**src/rtl/ysyx_24080014_ifu.sv**
```systemverilog
// Multicycle instruction fetch: one bus read per pc, result held for decode under
// valid/ready, with flush redirect and a fault path for misalignment, bus error and timeout.
module ysyx_24080014_ifu #(
    parameter int          XLEN       = 32,
    parameter int          TIMEOUT    = 255,
    parameter logic [31:0] FAULT_INST = 32'h0000_0013
) (
    input  logic            clk_i,
    input  logic            rst_ni,
    input  logic [XLEN-1:0] pc_i,
    input  logic            pc_valid_i,
    input  logic            flush_i,
    output logic            imem_req_valid_o,
    input  logic            imem_req_ready_i,
    output logic [XLEN-1:0] imem_req_addr_o,
    input  logic            imem_rsp_valid_i,
    input  logic [31:0]     imem_rsp_data_i,
    input  logic            imem_rsp_err_i,
    output logic            inst_valid_o,
    input  logic            inst_ready_i,
    output logic [31:0]     inst_o,
    output logic [XLEN-1:0] inst_pc_o,
    output logic            inst_fault_o,
    output logic            pc_advance_o
);

    localparam int CW = (TIMEOUT > 1) ? $clog2(TIMEOUT + 1) : 1;
    localparam logic [CW-1:0] CNT_LAST = (TIMEOUT > 0) ? CW'(TIMEOUT - 1) : '0;

    typedef enum logic [2:0] {
        S_IDLE,
        S_REQ,
        S_WAIT,
        S_HOLD,
        S_DROP
    } state_e;

    state_e            state_q, state_d;
    logic [XLEN-1:0]   addr_q, addr_d;
    logic [XLEN-1:0]   inst_pc_q, inst_pc_d;
    logic [31:0]       inst_q, inst_d;
    logic              fault_q, fault_d;
    logic [CW-1:0]     cnt_q, cnt_d;
    logic              orphan_q, orphan_d;

    always_ff @(posedge clk_i or negedge rst_ni) begin
        if (!rst_ni) begin
            state_q   <= S_IDLE;
            addr_q    <= '0;
            inst_pc_q <= '0;
            inst_q    <= '0;
            fault_q   <= 1'b0;
            cnt_q     <= '0;
            orphan_q  <= 1'b0;
        end else begin
            state_q   <= state_d;
            addr_q    <= addr_d;
            inst_pc_q <= inst_pc_d;
            inst_q    <= inst_d;
            fault_q   <= fault_d;
            cnt_q     <= cnt_d;
            orphan_q  <= orphan_d;
        end
    end

    always_comb begin
        state_d   = state_q;
        addr_d    = addr_q;
        inst_pc_d = inst_pc_q;
        inst_d    = inst_q;
        fault_d   = fault_q;
        cnt_d     = cnt_q;
        orphan_d  = orphan_q;
        unique case (state_q)
            S_IDLE: begin
                if (pc_valid_i && !flush_i) begin
                    addr_d    = pc_i;
                    inst_pc_d = pc_i;
                    if (pc_i[1:0] != 2'b00) begin
                        inst_d  = FAULT_INST;
                        fault_d = 1'b1;
                        state_d = S_HOLD;
                    end else begin
                        state_d = S_REQ;
                    end
                end
            end
            S_REQ: begin
                // Once the bus has taken the request its response must be drained.
                if (imem_req_ready_i) begin
                    cnt_d   = '0;
                    state_d = flush_i ? S_DROP : S_WAIT;
                end else if (flush_i) begin
                    state_d = S_IDLE;
                end
            end
            S_WAIT: begin
                if (imem_rsp_valid_i) begin
                    if (flush_i) begin
                        state_d = S_IDLE;
                    end else begin
                        inst_d  = imem_rsp_err_i ? FAULT_INST : imem_rsp_data_i;
                        fault_d = imem_rsp_err_i;
                        state_d = S_HOLD;
                    end
                end else if (flush_i) begin
                    state_d = S_DROP;
                end else if ((TIMEOUT != 0) && (cnt_q == CNT_LAST)) begin
                    // The late response is still owed; swallow it after decode takes the fault.
                    inst_d   = FAULT_INST;
                    fault_d  = 1'b1;
                    orphan_d = 1'b1;
                    state_d  = S_HOLD;
                end else begin
                    cnt_d = cnt_q + 1'b1;
                end
            end
            S_HOLD: begin
                if (flush_i || inst_ready_i) begin
                    state_d = orphan_q ? S_DROP : S_IDLE;
                end
            end
            S_DROP: begin
                if (imem_rsp_valid_i) begin
                    orphan_d = 1'b0;
                    state_d  = S_IDLE;
                end
            end
            default: state_d = S_IDLE;
        endcase
    end

    assign imem_req_valid_o = (state_q == S_REQ);
    assign imem_req_addr_o  = addr_q;
    assign inst_valid_o     = (state_q == S_HOLD);
    assign inst_o           = inst_q;
    assign inst_pc_o        = inst_pc_q;
    assign inst_fault_o     = fault_q;
    assign pc_advance_o     = (state_q == S_HOLD) && inst_ready_i && !flush_i;

endmodule

```
**config.mk**
```make
export PLATFORM = sky130hd
export DESIGN_NAME = ysyx_24080014_ifu
export DESIGN_NICKNAME = d
export VERILOG_FILES = /design/src/rtl/ysyx_24080014_ifu.sv
export SDC_FILE = /design/constraint.sdc
export NUM_CORES = 1
export LEC_CHECK = 0
export BUFFER_PORTS_ARGS = -buffer_cell sky130_fd_sc_hd__buf_2
export CAP_MARGIN = 10
export CELL_PAD_IN_SITES_DETAIL_PLACEMENT = 1
export CELL_PAD_IN_SITES_GLOBAL_PLACEMENT = 1
export CORE_MARGIN = 5
export CORE_UTILIZATION = 32
export DETAILED_ROUTE_END_ITERATION = 10
export GPL_TIMING_DRIVEN = 0
export HOLD_SLACK_MARGIN = 0.05
export PLACE_DENSITY_LB_ADDON = 0.2
export SYNTH_ARGS = -nofsm -noshare
export SYNTH_HDL_FRONTEND = slang
export SYNTH_SLANG_ARGS = --single-unit
```
**constraint.sdc**
```tcl
create_clock -name clk_i -period 1.9 [get_ports clk_i]
set_input_delay 0.19 -clock clk_i [delete_from_list [all_inputs] [get_ports clk_i]]
set_output_delay 0.19 -clock clk_i [all_outputs]
set_load 0.02 [all_outputs]
```
# Yosys cells after proc, flatten, opt, wreduce, memory -nomap -nowiden

Index checks and enable logic that the tools add are counted.

Input port bits: 72
Flip-flop bits (word level): 77

Mux-type cells: 36
$add $sub $neg: 1
Equal/unequal tests: 17
Reduce and logical (&&, ||, !) cells: 15

Operators with widths:

| operator                                                               | number |
|---|---|
| 32-bit two-way mux                                                     | 7 |
| 32-bit one-hot mux with 2 select lines                                 | 1 |
| 8-bit two-way mux                                                      | 4 |
| 3-bit two-way mux                                                      | 10 |
| 5-bit AND reduction                                                    | 4 |
| 8-bit one-hot mux with 2 select lines                                  | 1 |
| 3-bit one-hot mux with 5 select lines                                  | 1 |
| 2-bit != test (second input constant)                                  | 7 |
| 8-bit by 1-bit adder with 8-bit output (second input constant)         | 1 |
| 8-bit equality test (second input constant)                            | 1 |
| 1-bit two-way mux                                                      | 8 |
| 2-bit nonzero test                                                     | 4 |
| 3-bit by 2-bit equality test with 1-bit output (second input constant) | 2 |
| 2-bit two-way mux                                                      | 2 |
| 2-bit by 1-bit != test with 1-bit output (second input constant)       | 2 |
| 4-bit != test (second input constant)                                  | 1 |
| 1-bit one-hot mux with 2 select lines                                  | 2 |
| 3-bit by 1-bit equality test with 1-bit output (second input constant) | 1 |
| 3-bit equality test (second input constant)                            | 1 |
| 1-bit logical AND                                                      | 3 |
| 3-bit logical NOT                                                      | 1 |
| 3-bit by 2-bit != test with 1-bit output (second input constant)       | 1 |
| 3-bit != test (second input constant)                                  | 1 |
| 2-bit AND reduction                                                    | 1 |
| other kinds (2)                                                        | 2 |

# Longest topological paths before layout

Gate-level depths: netlist of the first run.

Depth in word-level cells: 5
Mapped depth: 7
Gate-level depth less buffers: 6

# Worst setup path after synthesis of the first run

No wires, ideal clock.

Kind: flip-flop to flip-flop
Start: register state_q[2]
End: register cnt_q[1]
Cell stages (with the launch flop): 6
Setup slack: -0.260 ns
Path buffers: 1
Arrival time: 2.035 ns
Period minus slack after synthesis: 2.160 ns
Cells stage by stage: dfrtp_1 > buf_2 > nor3b_1 > nor3_1 > nor3_2 > mux2_2

Longest elaborated chain between the ends: 3
Elaborated cells on any way between the ends: 9
Classes of those cells: eq/ne (6); mux (1); reduce/logical (2)

Ends and longest elaborated chain:

| what                                                                                            | RTL line | source |
|---|---|---|
| start: declaration                                                                              | 38       | `state_e state_q, state_d;` |
| start signal: assignment                                                                        | 56       | `state_q <= state_d;` |
| 3-bit by 1-bit equality test with 1-bit output (*)                                              | -        |  |
| named net imem_req_valid_o                                                                      | 13       | `output logic imem_req_valid_o,` |
| 2-bit by 1-bit != test with 1-bit output (no line) / 2-bit nonzero test (equally long branches) | -        |  |
| 5-bit AND reduction (no line)                                                                   | -        |  |
| end signal: assignment                                                                          | 61       | `cnt_q <= cnt_d;` |
| end: declaration                                                                                | 43       | `logic [CW-1:0] cnt_q, cnt_d;` |

The timed path passes the listed nets; every way through them passes the cells marked *.
A chain may end at the register's enable or synchronous reset.

# Final worst setup path of the first run

Start: register state_q[2]
End: register inst_pc_q[7] (netlist: inst_pc_o[7])

Longest elaborated chain between the ends: 2

Ends and longest elaborated chain:

| what                          | RTL line | source |
|---|---|---|
| 3-bit logical NOT             | 74       | `unique case (state_q)` |
| 2-bit AND reduction (no line) | -        |  |
| end signal: assignment        | 58       | `inst_pc_q <= inst_pc_d;` |
| end: declaration              | 40       | `logic [XLEN-1:0] inst_pc_q, inst_pc_d;` |

No other way between the ends.

==> results of run 1 <==
==> cell usage in the layout (no fill, tap or decap), types with 9 or more instances in the layout <==
master	instances
buf_2	172
dfrtp_1	76
buf_4	41
nand2_1	36
inv_1	33
mux2i_1	31
mux2_4	30
a21oi_1	13
clkbuf_16	9
==> metrics by stage <==
stage	total power, mW	TNS, ps	setup WS, ps	cells	instance area, µm²
floorplan	5.76	0	74.7	332	3880
global placement	7.08	-4630	-151	649	4920
detailed placement	7.18	-5670	-192	650	4950
CTS	9.08	0	16.6	672	5330
global route	9.60	-16.4	-7.48	674	5390
finish	9.05	0	28.8	674	5390
==> worst max-delay path, cell delays in order, from the launching register on <==
cell	delay, ps
dfrtp_1	420
or3_1	390
or3_1	330
buf_6	160
buf_12	150
mux2_4	300
==> layout make-up <==
| type | count | area (µm²) |
|---|---|---|
| repair buffers | 180 | 963 |
| plain buffers | 46 | 412 |
| multi-input cells | 175 | 1480 |
| flip-flops and latches | 77 | 1930 |
| inverters | 33 | 124 |
| well taps | 147 | 184 |
| clock inverters | 3 | 45.0 |
| fillers | 1382 | 6570 |
| clock buffers | 13 | 250 |
==> what timing repair did <==
item / in CTS / in global routing
endpoints found under the hold margin: 36 / 0
buffers inserted: 5 / 3
gates resized for setup: 7 / 12
endpoints found under the setup margin: 34 / 43
gates cloned: 0 / 0
hold buffers: 1 / 0
pin swaps: 2 / 3
==> state kept, by name (all words and copies together) (netlist names) <==
signal	cells
cnt_q	8
state_q	3
inst_o	32
inst_fault_o	1
orphan_q	1
inst_pc_o	32
==> logic make-up after synthesis <==
logic type / after synthesis / share of synthesized area (%)
adders and majority gates: 2 / 0.646
buffers and inverters: 80 / 13.0
AOI/OAI and AO/OA: 36 / 6.23
muxes: 67 / 21.4
and+or+nand+nor: 70 / 9.04
DFF: 77 / 49.7
==> path summary, 6_finish.rpt <==
| kind | start | end | slack [ps] | cells after the start |
|---|---|---|---|---|
| setup / recovery | state_q[2] | inst_pc_o[7] | 30 | 5 |
| hold reg to reg | cnt_q[7] | cnt_q[7] | 490 | 1 |
| hold / removal | pc_i[14] | inst_pc_o[14] | 90 | 2 |
| min in group asynchronous | rst_ni | inst_pc_o[12] | 370 | 2 |
| setup reg to reg | state_q[2] | inst_pc_o[7] | 30 | 5 |
| max in group asynchronous | rst_ni | state_q[1] | 940 | 3 |
==> layer usage <==
metal / vias up / part of all wire (%) / GRT usage, %
met3: 6 / 7.7 / 4.85
li1: 1458 / - / -
met2: 107 / 50 / 25.6
met5: - / 0 / 0
met4: 0 / 0.85 / 4.37
met1: 1494 / 41 / 18.1
==> power breakdown <==
| group | leakage (nW) | switching [mW] | internal [mW] |
|---|---|---|---|
| registers | 0.978 | 0.457 | 2.23 |
| logic | 1.83 | 2.46 | 2.18 |
| clock network | 0.136 | 0.665 | 1.06 |
==> impl_metrics.tcl, run 1 <==
set metrics [dict create \
    initial_core_util_pct 32.4 \
    row_count 40 \
    cts.sinks 77 \
    fin_hold_ws_ps 88.0 \
    period_needed_ps 1870 \
    avgSynthCellArea_um2 11.7 \
    vias_per_cell 4.55 \
    status "completed" \
    tritoncts "yes" \
    crit_fanout 10 \
    antenna_found_initial 0 \
    coreArea_um2 12000 \
    synth_top_area_share_pct 49.7 \
    routed_wl_um 10800 \
    vias 3065 \
    finalCritPeriodShare_pct 98.5 \
    drive_above_1_share_pct 53.9 \
    finalClockSkew_ps 5.24 \
    wl_per_cell_um 16.0 \
    drt_iter0_drc 142 \
    cp.arrival_ps 2080 \
    start_kind "flop" \
    crit_required_ps 2110 \
    yosys-top-cells-area "dfrtp_1 (50%), mux2_4 (12%), mux2i_1 (8.0%)" \
    cap_violations 0 \
    grt_pass1_vias 3305 \
    cts-root-buf "clkbuf_16" \
    areaGrowthSynthToFinish_pct 39.1 \
    track_usage_pct 15.0 \
    cts-buffers-inserted 9 \
    clockBufferDepth 2 \
    grt_max_degree 42 \
    synth_edf_count 0 \
    ys_ff_latch 77 \
    nNetsFinal 596 \
    min_path_type "in -> reg" \
    hold_viol_final 0 \
    fin_util_pct 45.1 \
    cp-end-kind "flop" \
    ant_nets 0 \
    synthTopCellsByCount "dfrtp_1 (77), nand2_1 (37), buf_4 (35)" \
    worst-setup-path-type "reg -> reg" \
    powerDensity_nw_per_um2 1680 \
    grt_pass1_wl_um 17400 \
    setup_viol 0 \
    synthFlopType "dfrtp_1" \
    clkTransAtPathRegs_ps 60 \
    synth-seq-area-share_pct 49.7 \
    portBuffers 170 \
    synth_nets 406 \
    slew_headroom_pct 61.7 \
    fp.dieH_um 120 \
    diodes 0 \
    place_congestion 0.793 \
    clkLatencyLatePin_ps 330 \
    yosys_warnings 0 \
    die_area_um2 14400 \
    power.leakage_nw 2.94 \
    grt-ovfl-total 0 \
    slew_viol_final 0 \
    yosysTopAreaCell "dfrtp_1" \
    syn_area_um2 3870 \
    syn_inst 332 \
    ir_drop_mv 0.525 \
    yosysMostFrequentCell "dfrtp_1" \
    ys_async_sr_fraction_pct 100 \
    post-dp-hpwl_um 8130 \
    drc_errors 0 \
    synth_cell_types 38 \
    fp.dieW_um 120 \
    pin_count 172 \
    first_pass_iters 4 \
    tightest_slew_ps 567 \
    fmax_ghz 0.534 \
    htreeDepth 3 \
]
No activity file was read; power rests on OpenSTA's default activity.
==> inputs of run 2 (changes only) <==
==> constraint.sdc (replaced) <==
create_clock -name clk_i -period 1.9 [get_ports clk_i]
set_input_delay 0.38 -clock clk_i [delete_from_list [all_inputs] [get_ports clk_i]]
set_output_delay 0.38 -clock clk_i [all_outputs]
set_load 0.02 [all_outputs]
==> run 2 against run 1 <==
Compared with the run above:
- clock skew fell by 0.87 ps
- hold slack improved by 190 ps
- combinational power barely moved
- critical path depth fell by 1
==> impl_metrics.tcl, run 2 (synthesized netlist as in run 1, its figures left out) <==
set metrics [dict create \
    status "completed" \
    power.leakage_nw 2.95 \
    drc_errors 0 \
    setup_slack_ps 49.2 \
    coreArea_um2 12000 \
    start_kind "flop" \
    hold_viol_final 0 \
    post-dp-hpwl_um 8130 \
    grt-ovfl-total 0 \
    vias 3080 \
    die_area_um2 14400 \
    tritoncts "yes" \
    mostFrequentLayoutCells "buf_2 (171), dfrtp_1 (76), buf_4 (43), nand2_1 (36), inv_1 (33)" \
    cts-buffers-inserted 9 \
    fp.dieW_um 120 \
    min_path_type "in -> reg" \
    first_pass_iters 4 \
    ant_nets 0 \
    row_count 40 \
    setup_viol 0 \
    powerDensity_nw_per_um2 1680 \
    rr_worst_depth 5 \
    clockBufferDepth 2 \
    initial_core_util_pct 32.4 \
    clkTransAtPathRegs_ps 60 \
    clkLatencyLatePin_ps 330 \
    antenna_found_initial 0 \
    hold_depth 2 \
    crit_fanout 10 \
    slew_headroom_pct 61.0 \
    place_congestion 0.793 \
    pin_count 172 \
    cts.sinks 77 \
    portBuffers 170 \
    finalClockSkew_ps 4.37 \
    grt_pass1_vias 3321 \
    routed_wl_um 10800 \
    finalCritPeriodShare_pct 97.4 \
    worst-setup-path-type "reg -> out" \
    dp.cells 650 \
    fin_hold_ws_ps 278 \
    period_needed_ps 1850 \
    track_usage_pct 15.1 \
    fin_cells 675 \
    crit_required_ps 1520 \
    nFillCells 1376 \
    grt_max_degree 42 \
    slew_viol_final 0 \
    wl_per_cell_um 16.1 \
    htreeDepth 3 \
    areaGrowthSynthToFinish_pct 39.5 \
    drt_iter0_drc 147 \
    cts-root-buf "clkbuf_16" \
    nNetsFinal 597 \
    drive_above_1_share_pct 54.5 \
    cap_violations 0 \
    ir_drop_mv 0.519 \
    vias_per_cell 4.56 \
    tightest_slew_ps 578 \
    fmax_ghz 0.540 \
    setup_tns_ps 0 \
    post-place-ws_ps -192 \
    cp.arrival_ps 1470 \
    grt_pass1_wl_um 17500 \
    diodes 0 \
    layout_commonest_cell "buf_2" \
    fp.dieH_um 120 \
    cp-end-kind "output pin" \
]
## run 2: layout make-up
class,count,area (µm²),share of cell area [%]
multi-input cells,175,1500,27.7
plain buffers,46,402,7.43
clock inverters,3,45.0,0.834
inverters,33,124,2.29
clock buffers,13,250,4.63
well taps,147,184,3.40
flip-flops and latches,77,1930,35.7
repair buffers,181,971,18.0
## run 2: critical path, stage by stage (launching register included)
cell     delay, ps
dfrtp_1        420
buf_4          210
nor2b_4        140
and4b_2        210
buf_2          160
## run 2: path summary, 6_finish.rpt
| check | start | end | slack (ps) |
|---|---|---|---|
| min | pc_i[14] | inst_pc_o[14] | 280 |
| max | state_q[2] | pc_advance_o | 50 |
| min in group asynchronous | rst_ni | inst_pc_o[12] | 560 |
| min reg2reg | cnt_q[7] | cnt_q[7] | 490 |
| max reg2reg | state_q[2] | inst_pc_o[7] | 80 |
| max in group asynchronous | rst_ni | state_q[1] | 750 |
## run 2: power by group
group | switching (mW) | internal, mW | total (mW)
clock | 0.662 | 1.06 | 1.72
combinational | 2.47 | 2.20 | 4.67
sequential | 0.460 | 2.23 | 2.69
total | 3.59 | 5.48 | 9.07
## run 2: per-layer routing
layer | track usage, % | share of wire [%] | vias up
met4 | 4.37 | 0.86 | 0
met3 | 4.90 | 7.8 | 8
met5 | 0 | 0 | -
met1 | 18.1 | 41 | 1504
li1 | - | - | 1461
met2 | 25.7 | 50 | 107
## run 2: repair_timing
| item | in CTS | in global routing |
|---|---|---|
| gates resized for setup | 11 | 9 |
| buffers inserted | 5 | 4 |
| endpoints found under the hold margin | 36 | 0 |
| pin swaps | 2 | 1 |
| hold buffers | 1 | 0 |
| endpoints found under the setup margin | 36 | 73 |
## run 2: per-stage QoR
| step | power, mW | area [µm²] | util [%] |
|---|---|---|---|
| 6_report | 9.07 | 5400 | 45.2 |
| 4_1_cts | 9.10 | 5340 | 44.7 |
| 5_1_grt | 9.62 | 5400 | 45.2 |
| 3_3_place_gp | 7.08 | 4920 | 41.1 |
| 3_5_place_dp | 7.18 | 4950 | 41.4 |
| 2_1_floorplan | 5.76 | 3880 | - |
==> inputs of run 3 (changes only) <==
Settings changed: PLACE_DENSITY_LB_ADDON 0.2 to 0.05.
==> run 3 against run 2 <==
Compared with the run above:
- count of clock-buffer cells in the layout is 2 lower
- critical path type is now reg -> reg
- final area hardly changed
- via count is 0.55% lower
- largest cell class unchanged
==> impl_metrics.tcl, run 3 (synthesized netlist as in run 1, its figures left out) <==
set metrics [dict create \
    status "completed" \
    post-dp-hpwl_um 8100 \
    nNetsFinal 602 \
    setup_viol 0 \
    clockBufferDepth 2 \
    finalCritPeriodShare_pct 97.0 \
    row_count 40 \
    grt_pass1_vias 3162 \
    initial_core_util_pct 32.4 \
    tritoncts "yes" \
    die_area_um2 14400 \
    diodes 0 \
    antenna_found_initial 0 \
    cp.arrival_ps 2050 \
    start_kind "flop" \
    startpoint "cnt_q[1]" \
    grt-ovfl-total 0 \
    min_path_type "in -> reg" \
    ant_nets 0 \
    powerDensity_nw_per_um2 1650 \
    slew_viol_final 0 \
    portBuffers 170 \
    power.leakage_nw 2.95 \
    cts-root-buf "clkbuf_16" \
    track_usage_pct 14.6 \
    nFillCells 1404 \
    tightest_slew_ps 525 \
    first_pass_iters 4 \
    fp.dieW_um 120 \
    finalClockSkew_ps 4.99 \
    grt_max_degree 67 \
    cp-end-kind "flop" \
    crit_required_ps 2110 \
    slew_headroom_pct 64.6 \
    ir_drop_mv 0.439 \
    dpl_cell_area_um2 4950 \
    coreArea_um2 12000 \
    pin_count 172 \
    clkLatencyLatePin_ps 330 \
    worstHoldStart "pc_i[2]" \
    htreeDepth 3 \
    mostFrequentLayoutCells "buf_2 (172), dfrtp_1 (76), buf_4 (45), nand2_1 (36), inv_1 (32)" \
    grt_pass1_wl_um 16700 \
    final_cell_area_um2 5400 \
    wl_per_cell_um 16.0 \
    worst-setup-path-type "reg -> reg" \
    fp.dieH_um 120 \
    post-place-ws_ps -156 \
    vias_per_cell 4.52 \
    cts-buffers-inserted 9 \
    cts.sinks 77 \
    crit_fanout 6 \
    fin_util_pct 45.1 \
    cap_violations 0 \
    vias 3063 \
    areaGrowthSynthToFinish_pct 39.3 \
    drt_iter0_drc 117 \
    layout_commonest_cell "buf_2" \
    setup_slack_ps 57.0 \
    hold_viol_final 0 \
    drive_above_1_share_pct 54.9 \
    drc_errors 0 \
    clkTransAtPathRegs_ps 60 \
    fmax_ghz 0.543 \
    worstReg2RegStart "cnt_q[1]" \
    routed_wl_um 10900 \
    place_congestion 0.764 \
    period_needed_ps 1840 \
]
==> run 3: area by class of cell <==
type                    count  area [µm²]  share of cell area [%]
clock inverters             2        12.5                   0.232
multi-input cells         175        1500                    27.8
clock buffers              11         243                    4.50
inverters                  33         124                    2.29
repair buffers            186        1010                    18.8
well taps                 147         184                    3.41
plain buffers              46         394                    7.30
flip-flops and latches     77        1930                    35.7
==> run 3: repair_timing <==
action                                 4_1_cts  5_1_grt
setup endpoints to repair                   36       54
endpoints found under the hold margin       11        0
hold buffers                                 1        0
cloned                                       0        2
buffers inserted                             5        7
pin swaps                                    1        5
resized for setup                           10       11
==> run 3: layer usage <==
metal / wire, µm / part of all wire, % / global-route usage, %
met3: 834 / 7.7 / 4.10
met4: 135 / 1.2 / 5.37
met5: 0 / 0 / 0
met2: 5160 / 48 / 23.1
met1: 4730 / 44 / 18.9
==> run 3: worst paths after layout <==
kind                            depth (start not counted)             to  slack (ps)
worst max-delay path                                    7      inst_o[1]          60
worst min-delay path                                    2   inst_pc_o[2]         280
worst max register to register                          7      inst_o[1]          60
worst min register to register                          1      inst_o[1]         510
max in group asynchronous                               3     inst_o[31]         850
min in group asynchronous                               2  inst_pc_o[26]         450
==> run 3: per-stage QoR <==
stage | power (mW) | hold WS [ps] | setup TNS, ps | instances
after detailed placement | 7.19 | 254 | -4190 | 650
final | 8.89 | 282 | 0 | 677
after global placement | 7.09 | 477 | -23890 | 649
after floorplan | 5.76 | 84.4 | 0 | 332
after CTS | 8.88 | 267 | 0 | 669
after global routing | 9.45 | 275 | -114 | 677
==> run 3: worst max-delay path: stages (launching register included) <==
cell,delay (ps)
dfrtp_1,430
ha_4,180
nand4_1,150
nor2_2,90
o311ai_4,310
buf_12,160
buf_8,100
mux2_2,320
==> run 3: power by group <==
| group | switching (mW) | internal, mW | total (mW) | leakage (nW) |
|---|---|---|---|---|
| Sequential | 0.461 | 2.23 | 2.69 | 0.978 |
| Combinational | 2.46 | 2.22 | 4.68 | 1.85 |
| Clock | 0.626 | 0.896 | 1.52 | 0.123 |
